$ cat config.mk
export PLATFORM = sky130hd
export DESIGN_NAME = pattern_player
export DESIGN_NICKNAME = d
export VERILOG_FILES = /design/src/rtl/pattern_player_pkg.sv /design/src/rtl/pattern_player_mem.sv /design/src/rtl/pattern_player.sv
export SDC_FILE = /design/constraint.sdc
export NUM_CORES = 2
export LEC_CHECK = 0
export BUFFER_PORTS_ARGS = -buffer_cell sky130_fd_sc_hd__buf_4
export CAP_MARGIN = 20
export CORE_MARGIN = 4
export CORE_UTILIZATION = 62
export CTS_BUF_LIST = sky130_fd_sc_hd__clkbuf_16
export CTS_CLUSTER_SIZE = 24
export DETAILED_ROUTE_END_ITERATION = 6
export PLACE_DENSITY = 0.75
export SYNTH_ARGS = -nofsm -noshare
export SYNTH_HDL_FRONTEND = slang
export SYNTH_SLANG_ARGS = --single-unit
$ cat constraint.sdc
create_clock -name clk -period 17.7 [get_ports clk]
set_input_delay 2.655 -clock clk [delete_from_list [all_inputs] [get_ports clk]]
set_output_delay 2.655 -clock clk [all_outputs]
set_load 0.02 [all_outputs]
$ cat src/rtl/pattern_player_pkg.sv
// Shared types and constants for the timed-stimulus sequencer.
package pattern_player_pkg;

  typedef enum logic {
    IDLE = 1'b0,
    RUN  = 1'b1
  } state_t;

  localparam int unsigned DEF_NUM_CH = 3;
  localparam int unsigned DEF_CH_W   = 32;
  localparam int unsigned DEF_TIME_W = 32;
  localparam int unsigned DEF_DEPTH  = 16;

  // Extract channel i from a packed multi-channel bus of default geometry.
  function automatic logic [DEF_CH_W-1:0] get_ch(
    input logic [DEF_NUM_CH*DEF_CH_W-1:0] bus,
    input int unsigned                    i
  );
    return bus[i*DEF_CH_W +: DEF_CH_W];
  endfunction

endpackage

$ cat src/rtl/pattern_player_mem.sv
// Entry table: synchronous write, combinational read.
module pattern_mem #(
  parameter int unsigned DEPTH  = 16,
  parameter int unsigned ADDR_W = 4,
  parameter int unsigned W      = 128
) (
  input  logic              clk,
  input  logic              we,
  input  logic [ADDR_W-1:0] waddr,
  input  logic [W-1:0]      wdata,
  input  logic [ADDR_W-1:0] raddr,
  output logic [W-1:0]      rdata
);

  logic [W-1:0] mem [DEPTH];

  // Store one entry per accepted write; contents are not reset.
  always_ff @(posedge clk) begin
    if (we) mem[waddr] <= wdata;
  end

  assign rdata = mem[raddr];

endmodule

$ cat src/rtl/pattern_player.sv
// Timed-stimulus sequencer: loads (time, value) entries while idle and
// replays them at their cycle offsets, optionally looping.
module pattern_player
  import pattern_player_pkg::*;
#(
  parameter int unsigned NUM_CH = DEF_NUM_CH,
  parameter int unsigned CH_W   = DEF_CH_W,
  parameter int unsigned TIME_W = DEF_TIME_W,
  parameter int unsigned DEPTH  = DEF_DEPTH
) (
  input  logic                      clk,
  input  logic                      rst_n,
  input  logic                      wr_en,
  input  logic [TIME_W-1:0]         wr_time,
  input  logic [NUM_CH*CH_W-1:0]    wr_data,
  output logic                      wr_ready,
  input  logic                      clear,
  input  logic                      start,
  input  logic                      stop,
  input  logic                      loop_en,
  output logic [NUM_CH*CH_W-1:0]    pat_data,
  output logic                      pat_stb,
  output logic                      busy,
  output logic                      done,
  output logic [15:0]               loop_cnt,
  output logic [$clog2(DEPTH):0]    count,
  output logic                      err_order
);

  localparam int unsigned ADDR_W = $clog2(DEPTH);
  localparam int unsigned CW     = ADDR_W + 1;
  localparam int unsigned DW     = NUM_CH * CH_W;
  localparam int unsigned EW     = TIME_W + DW;

  state_t            state, state_nxt;
  logic [CW-1:0]     count_nxt, rd_ptr, rd_ptr_nxt;
  logic [TIME_W-1:0] last_time, last_time_nxt, timer, timer_nxt;
  logic [DW-1:0]     pat_data_nxt;
  logic              pat_stb_nxt, done_nxt, err_nxt;
  logic [15:0]       loop_cnt_nxt;
  logic              mem_we;
  logic [EW-1:0]     rd_entry;
  logic [TIME_W-1:0] rd_time;
  logic [DW-1:0]     rd_data;

  pattern_mem #(
    .DEPTH  (DEPTH),
    .ADDR_W (ADDR_W),
    .W      (EW)
  ) u_mem (
    .clk   (clk),
    .we    (mem_we),
    .waddr (count[ADDR_W-1:0]),
    .wdata ({wr_time, wr_data}),
    .raddr (rd_ptr[ADDR_W-1:0]),
    .rdata (rd_entry)
  );

  assign rd_time  = rd_entry[EW-1 -: TIME_W];
  assign rd_data  = rd_entry[DW-1:0];
  assign busy     = (state == RUN);
  assign wr_ready = (state == IDLE) && !count[ADDR_W];

  // State and datapath registers.
  always_ff @(posedge clk or negedge rst_n) begin
    if (!rst_n) begin
      state     <= IDLE;
      count     <= '0;
      rd_ptr    <= '0;
      last_time <= '0;
      timer     <= '0;
      pat_data  <= '0;
      pat_stb   <= 1'b0;
      done      <= 1'b0;
      err_order <= 1'b0;
      loop_cnt  <= '0;
    end else begin
      state     <= state_nxt;
      count     <= count_nxt;
      rd_ptr    <= rd_ptr_nxt;
      last_time <= last_time_nxt;
      timer     <= timer_nxt;
      pat_data  <= pat_data_nxt;
      pat_stb   <= pat_stb_nxt;
      done      <= done_nxt;
      err_order <= err_nxt;
      loop_cnt  <= loop_cnt_nxt;
    end
  end

  // Next-state: loading/start in IDLE, timed replay in RUN.
  // A loop wrap is taken on the edge that applies the last entry, so the
  // new pass restarts its timer without an extra cycle; a non-looping
  // finish spends one more RUN cycle with rd_ptr==count before done.
  always_comb begin
    state_nxt     = state;
    count_nxt     = count;
    rd_ptr_nxt    = rd_ptr;
    last_time_nxt = last_time;
    timer_nxt     = timer;
    pat_data_nxt  = pat_data;
    pat_stb_nxt   = 1'b0;
    done_nxt      = 1'b0;
    err_nxt       = err_order;
    loop_cnt_nxt  = loop_cnt;
    mem_we        = 1'b0;
    case (state)
      IDLE: begin
        if (clear) begin
          count_nxt = '0;
          err_nxt   = 1'b0;
        end else if (wr_en && wr_ready) begin
          if (count == '0 || wr_time >= last_time) begin
            mem_we        = 1'b1;
            count_nxt     = count + CW'(1);
            last_time_nxt = wr_time;
          end else begin
            err_nxt = 1'b1;
          end
        end
        if (start) begin
          if (count == '0) begin
            done_nxt = 1'b1;
          end else begin
            state_nxt    = RUN;
            timer_nxt    = '0;
            rd_ptr_nxt   = '0;
            loop_cnt_nxt = '0;
          end
        end
      end
      RUN: begin
        if (stop) begin
          state_nxt = IDLE;
        end else if (rd_ptr == count) begin
          state_nxt = IDLE;
          done_nxt  = 1'b1;
        end else begin
          timer_nxt = (timer == '1) ? timer : timer + TIME_W'(1);
          if (rd_time <= timer) begin
            pat_data_nxt = rd_data;
            pat_stb_nxt  = 1'b1;
            if ((rd_ptr + CW'(1)) == count && loop_en) begin
              rd_ptr_nxt   = '0;
              timer_nxt    = '0;
              loop_cnt_nxt = loop_cnt + 16'd1;
            end else begin
              rd_ptr_nxt = rd_ptr + CW'(1);
            end
          end
        end
      end
      default: state_nxt = IDLE;
    endcase
  end

endmodule

Word-level counts from Yosys, hierarchy flattened
Memory sizes are Yosys's and may differ from the RTL's.
Cells that the tools add are included.
- bits in registers: 190
- memories kept: 1
- logic and storage cells: 94
- output and inout port bits: 122
- bits in writable memories: 2048
- memories (memory ; depth ; bits a word ; rd ports ; clocked after Yosys merged registers in ; write ports ; line ; RTL):
    u_mem.mem ; 16 ; 128 ; 1 ; 0 ; 1 ; pattern_player_mem.sv:15 ; logic [W-1:0] mem [DEPTH];
- $lt $le $gt $ge: 2
- add/sub/neg operators: 4
- equal/unequal tests: 10
- mux-type cells: 48
- bitwise logic cells: 4
- reductions and logical operators: 15
- operators by type and width (cell ; number):
    2-to-1 mux 32 bit ; 7
    2-to-1 mux 16 bit ; 6
    one-hot mux 32 bit (2 select lines) ; 1
    2-to-1 mux 5 bit ; 9
    adder 32 x 1 -> 32 bit (second input constant) ; 1
    equality test 32 bit (second input constant) ; 1
    >= comparator 32 bit ; 1
    <= comparator 32 bit ; 1
    one-hot mux 16 bit (2 select lines) ; 1
    2-to-1 mux 1 bit ; 21
    adder 16 x 1 -> 16 bit (second input constant) ; 1
    AND reduction 4 bit ; 3
    adder 5 x 1 -> 5 bit (second input constant) ; 2
    equality test 5 bit ; 2
    != test 2 bit (second input constant) ; 5
    one-hot mux 5 bit (2 select lines) ; 1
    AND reduction 3 bit ; 2
    AND reduction 6 bit ; 1
    logical NOT 5 bit ; 1
    AND reduction 5 bit ; 1
    != test 2 x 1 -> 1 bit (second input constant) ; 2
    NOT 1 bit ; 4
    one-hot mux 1 bit (2 select lines) ; 2
    nonzero test 2 bit ; 2
    other kinds (3) ; 5

Logic depth before layout (Yosys ltp)
- depth after elaboration: 8
- depth in mapped cells: 22

Hierarchy
A second synthesis with hierarchy kept.
- cells, all modules: 4120
- area, all modules: 86625.6 um^2
- modules (own cells, without submodules) (module ; cells each ; area each (um^2) ; instances):
    pattern_mem ; 3237 ; 76768.6 ; 1
    pattern_player ; 883 ; 9857.0 ; 1

Least setup slack after synthesis
No wires, ideal clock.
- kind: input to register
- start point: input port wr_time[15]
- end point: memory u_mem.mem[7][0], enable pin
- data arrival time: 16.586 ns
- data required time: 16.771 ns
- cell stages on the path: 9
- path slack: 0.185 ns
- setup time: 0.929 ns
- path through: ha_1 -> and4_1 -> and4_1 -> or4b_1 -> a31oi_1 -> o21ai_1 -> or2_1 -> buf_2 -> nor4_1
- longest elaborated chain between the ends: 8
- RTL lines (element ; line ; RTL):
    start: declaration ; pattern_player.sv:14 ; input logic [TIME_W-1:0] wr_time,
    >= comparator 32 bit ; pattern_player.sv:113 ; if (count == '0 || wr_time >= last_time) begin
    logical OR 1 bit ; pattern_player.sv:113 ;
    2-to-1 mux 1 bit ; pattern_player.sv:113 ;
    2-to-1 mux 1 bit ; pattern_player.sv:112 ; end else if (wr_en && wr_ready) begin
    2-to-1 mux 1 bit ; pattern_player.sv:109 ; if (clear) begin
    2-to-1 mux 1 bit ; pattern_player.sv:107 ; case (state)
    2-to-1 mux 1 bit ; pattern_player_mem.sv:19 ; if (we) mem[waddr] <= wdata;
    2-to-1 mux 1 bit (implied by the code) ; pattern_player_mem.sv:19 ;
    end: declaration ; pattern_player_mem.sv:15 ;
Every way passes these cells.

Final worst setup path
- start point: register rd_ptr[0]
- end point: register pat_data[21]
- longest elaborated chain between the ends: 3
- RTL lines (element ; line ; RTL):
    start: declaration ; pattern_player.sv:36 ; logic [CW-1:0] count_nxt, rd_ptr, rd_ptr_nxt;
    start signal: assignment ; pattern_player.sv:80 ; rd_ptr <= rd_ptr_nxt;
    memory (16 x 128 bit) / equality test 5 bit (equally long branches) ; - ;
    <= comparator 32 bit / NOT 1 bit (equally long branches) ; - ;
    AND reduction 4 bit (no line) ; - ;
    end signal: assignment ; pattern_player.sv:83 ; pat_data <= pat_data_nxt;
    end: declaration ; pattern_player.sv:21 ; output logic [NUM_CH*CH_W-1:0] pat_data,
Several ways; a longest one is shown, not always the timed one.
A chain may end at the register's enable or synchronous reset.

==> results.cfg <==
[sta]
rsz0062_at_grt = false
worst_pin_slew_ns = 1.25
fmax_mhz = 130
finalSetupViolations = 0
hold_violations = 0
finalCritPeriodShare = 0.434
maxSlewHeadroom = 0.164
maxSlewViolCount = 0
whs_ns = 0.507
skew_ns = 0.0489
setup_tns_ns = 0
finalCriticalPeriod_ns = 7.68

[clocking]
post-cts-setup-buffers = 0
cts_resized = 0
clock_path_buffers = 3
cts_inserted_buffers = 211
clkTransAtPathRegs_ns = 0.06
cts_hold_buf = 0
tritoncts = built
cts_root_buf = clkbuf_16
clk-insertion-delay-late_ns = 0.85
cts_sinks = 2238
ctsHtreeMaxLevel = 4

[global_route]
grt_pass1_vias = 43900
antenna_found_initial = 28
grt_max_degree = 129
grtUsageTotal = 0.280
grt_pass1_wl_mm = 299
overflow = 0

[synth]
synth_nets = 4213
synth.distinct_cells = 67
ys_seq_area_frac = 0.761
synth_area_per_cell_sq_um = 21.7
yosys.area.top_type = edfxtp_1
netlist.area_leader.share = 0.706
ys_warn_count = 0
synthFlopType = edfxtp_1
synth_edf_count = 2048
syn_inst = 4007
synthTopCellsByArea = edfxtp_1 (71%), mux4_2 (14%), dfrtp_1 (5.5%)
synth-seq-cells = 2238
synth_area_sq_um = 87100
async_flop_share = 0.0849

[critical_path]
cp-start-kind = register
required_ns = 18.41
critPathLaunch = rd_ptr[0]
reg2reg_to = pat_data[21]
critPathArrivalTime_ns = 8.39
r2r_cells = 17
cp-end-kind = register
r2r_start = rd_ptr[0]
critPathKind = reg2reg
r2r_slack_ns = 10.02
crit_fanout = 106

[pwr]
vdd_ir_drop_max_mv = 0.118
power_density_nw_per_um2 = 133
p_leak_nw = 31.8
design_power_total_w = 0.0130

[min_path]
hold_class = reg2reg
hp-start = pat_data[39]
min_to = pat_data[39]
whs_path_depth = 1

[routing]
drtIter0Drc = 4744
first_pass_iters = 6
drcViolationCount = 0
vias = 42600
via_per_inst = 6.63
wl_mm = 200
routedWlPerCell_um = 31.2
antenna_left = 0

[layout]
final_util = 0.701
final_common_cell = edfxtp_1
nNetsFinal = 4556
final_area_sq_um = 97800
area_delta_synth_final_pct = 12.3
mostFrequentLayoutCells = edfxtp_1 (2048), mux4_2 (548), buf_4 (316)
drive_gt1_frac = 0.292

[place]
io_buffer_count = 256
dp_hpwl_mm = 105
gp_congestion = 0.846
placed_area_sq_um = 91200

[die]
num_rows = 137
ioPinCount = 257
fp.dieH_um = 383
die_area_sq_um = 147000
die_w_um = 383
start_util = 0.624
core_sq_um = 140000

[outcome]
status = complete, no violations

[flow_run]
max-cap-violations = 0
==> cells in the mapped netlist, drive strengths merged, types with 4 or more instances <==
master     n
a22oi     31
mux4     548
and3      20
nor3      28
o211ai     7
or3        4
a211o      6
nand3     40
mux2     152
o21a       4
mux2i    101
ha        71
dfrtp    190
or4        4
o21ai     70
nor2      57
edfxtp  2048
a21o       6
xnor2     36
nand4     25
inv       72
buf       76
a21oi     66
clkbuf   120
and2       9
nor4      14
nor2b      4
nand2    106
a22o       4
a221oi    32
nand2b     8
and4       7
==> layout make-up <==
class / count / area [sq um]
Antenna cell: 14 / 35.0
Clock buffer: 213 / 5330
Clock inverter: 187 / 1210
Fill cell: 8304 / 41700
Inverter: 73 / 274
Multi-Input combinational cell: 1500 / 19800
Sequential cell: 2238 / 66300
Tap cell: 1876 / 2350
Timing Repair Buffer: 326 / 2570
==> how the worst max path moves through the flow <==
stage | cells after the start | end
after floorplan | 9 | u_mem.mem[7][0]
after global placement | 16 | pat_data[21]
after detailed placement | 16 | pat_data[21]
after CTS | 15 | pat_data[21]
after global routing | 17 | pat_data[21]
final | 17 | pat_data[21]
==> logic make-up after synthesis <==
kind of cell	synth area share
xor gates and xnor gates	0.00382
adders and majority gates	0.0102
muxes	0.174
DFF	0.761
AOI/OAI and AO/OA	0.0192
buffers and inverters	0.0134
and+or+nand+nor	0.0187
==> per-stage QoR <==
| step | std cells | worst slack [ns] |
|---|---|---|
| 2_1_floorplan | 4007 | 0.185 |
| 3_3_place_gp | 6011 | 9.64 |
| 3_5_place_dp | 6011 | 9.56 |
| 4_1_cts | 6411 | 9.56 |
| 5_1_grt | 6418 | 9.65 |
| 6_report | 6427 | 10.02 |
==> flip-flops by register name, summed over array words and instances, names as in the netlist <==
signal,count
busy,1
count,5
done,1
err_order,1
last_time,32
loop_cnt,16
pat_data,96
pat_stb,1
rd_ptr,5
timer,32
u_mem.mem,2048
==> power by group <==
part / internal, W / leakage, nW / switching (W)
combinational: 0.00123 / 7.41 / 0.00136
sequential: 0.00603 / 20.9 / 0.000155
clock: 0.00233 / 3.45 / 0.00193
==> critical path: stages (launching register included) <==
cell and delay (ns):
dfrtp_4 0.79, buf_12 0.61, buf_4 0.83, buf_4 0.78
mux2_2 0.41, o21ai_0 0.16, a21oi_1 0.07, a22oi_1 0.22
nand2_1 0.14, ha_1 0.32, nand2_1 0.06, o21ai_0 0.10
a22o_1 0.24, or4_1 0.54, o21ai_2 0.34, buf_8 0.24
nand2_8 0.39, mux2_1 0.68
==> layer usage <==
layer  global-route usage  part of all wire  up-vias
li1                     -                 -    17400
met1                0.394              0.39    22700
met5                    0           0.00091        -
met3               0.0545             0.082      366
met4               0.0879             0.030       26
met2                0.454              0.50     2086
No activity file was read; power rests on OpenSTA's default activity.
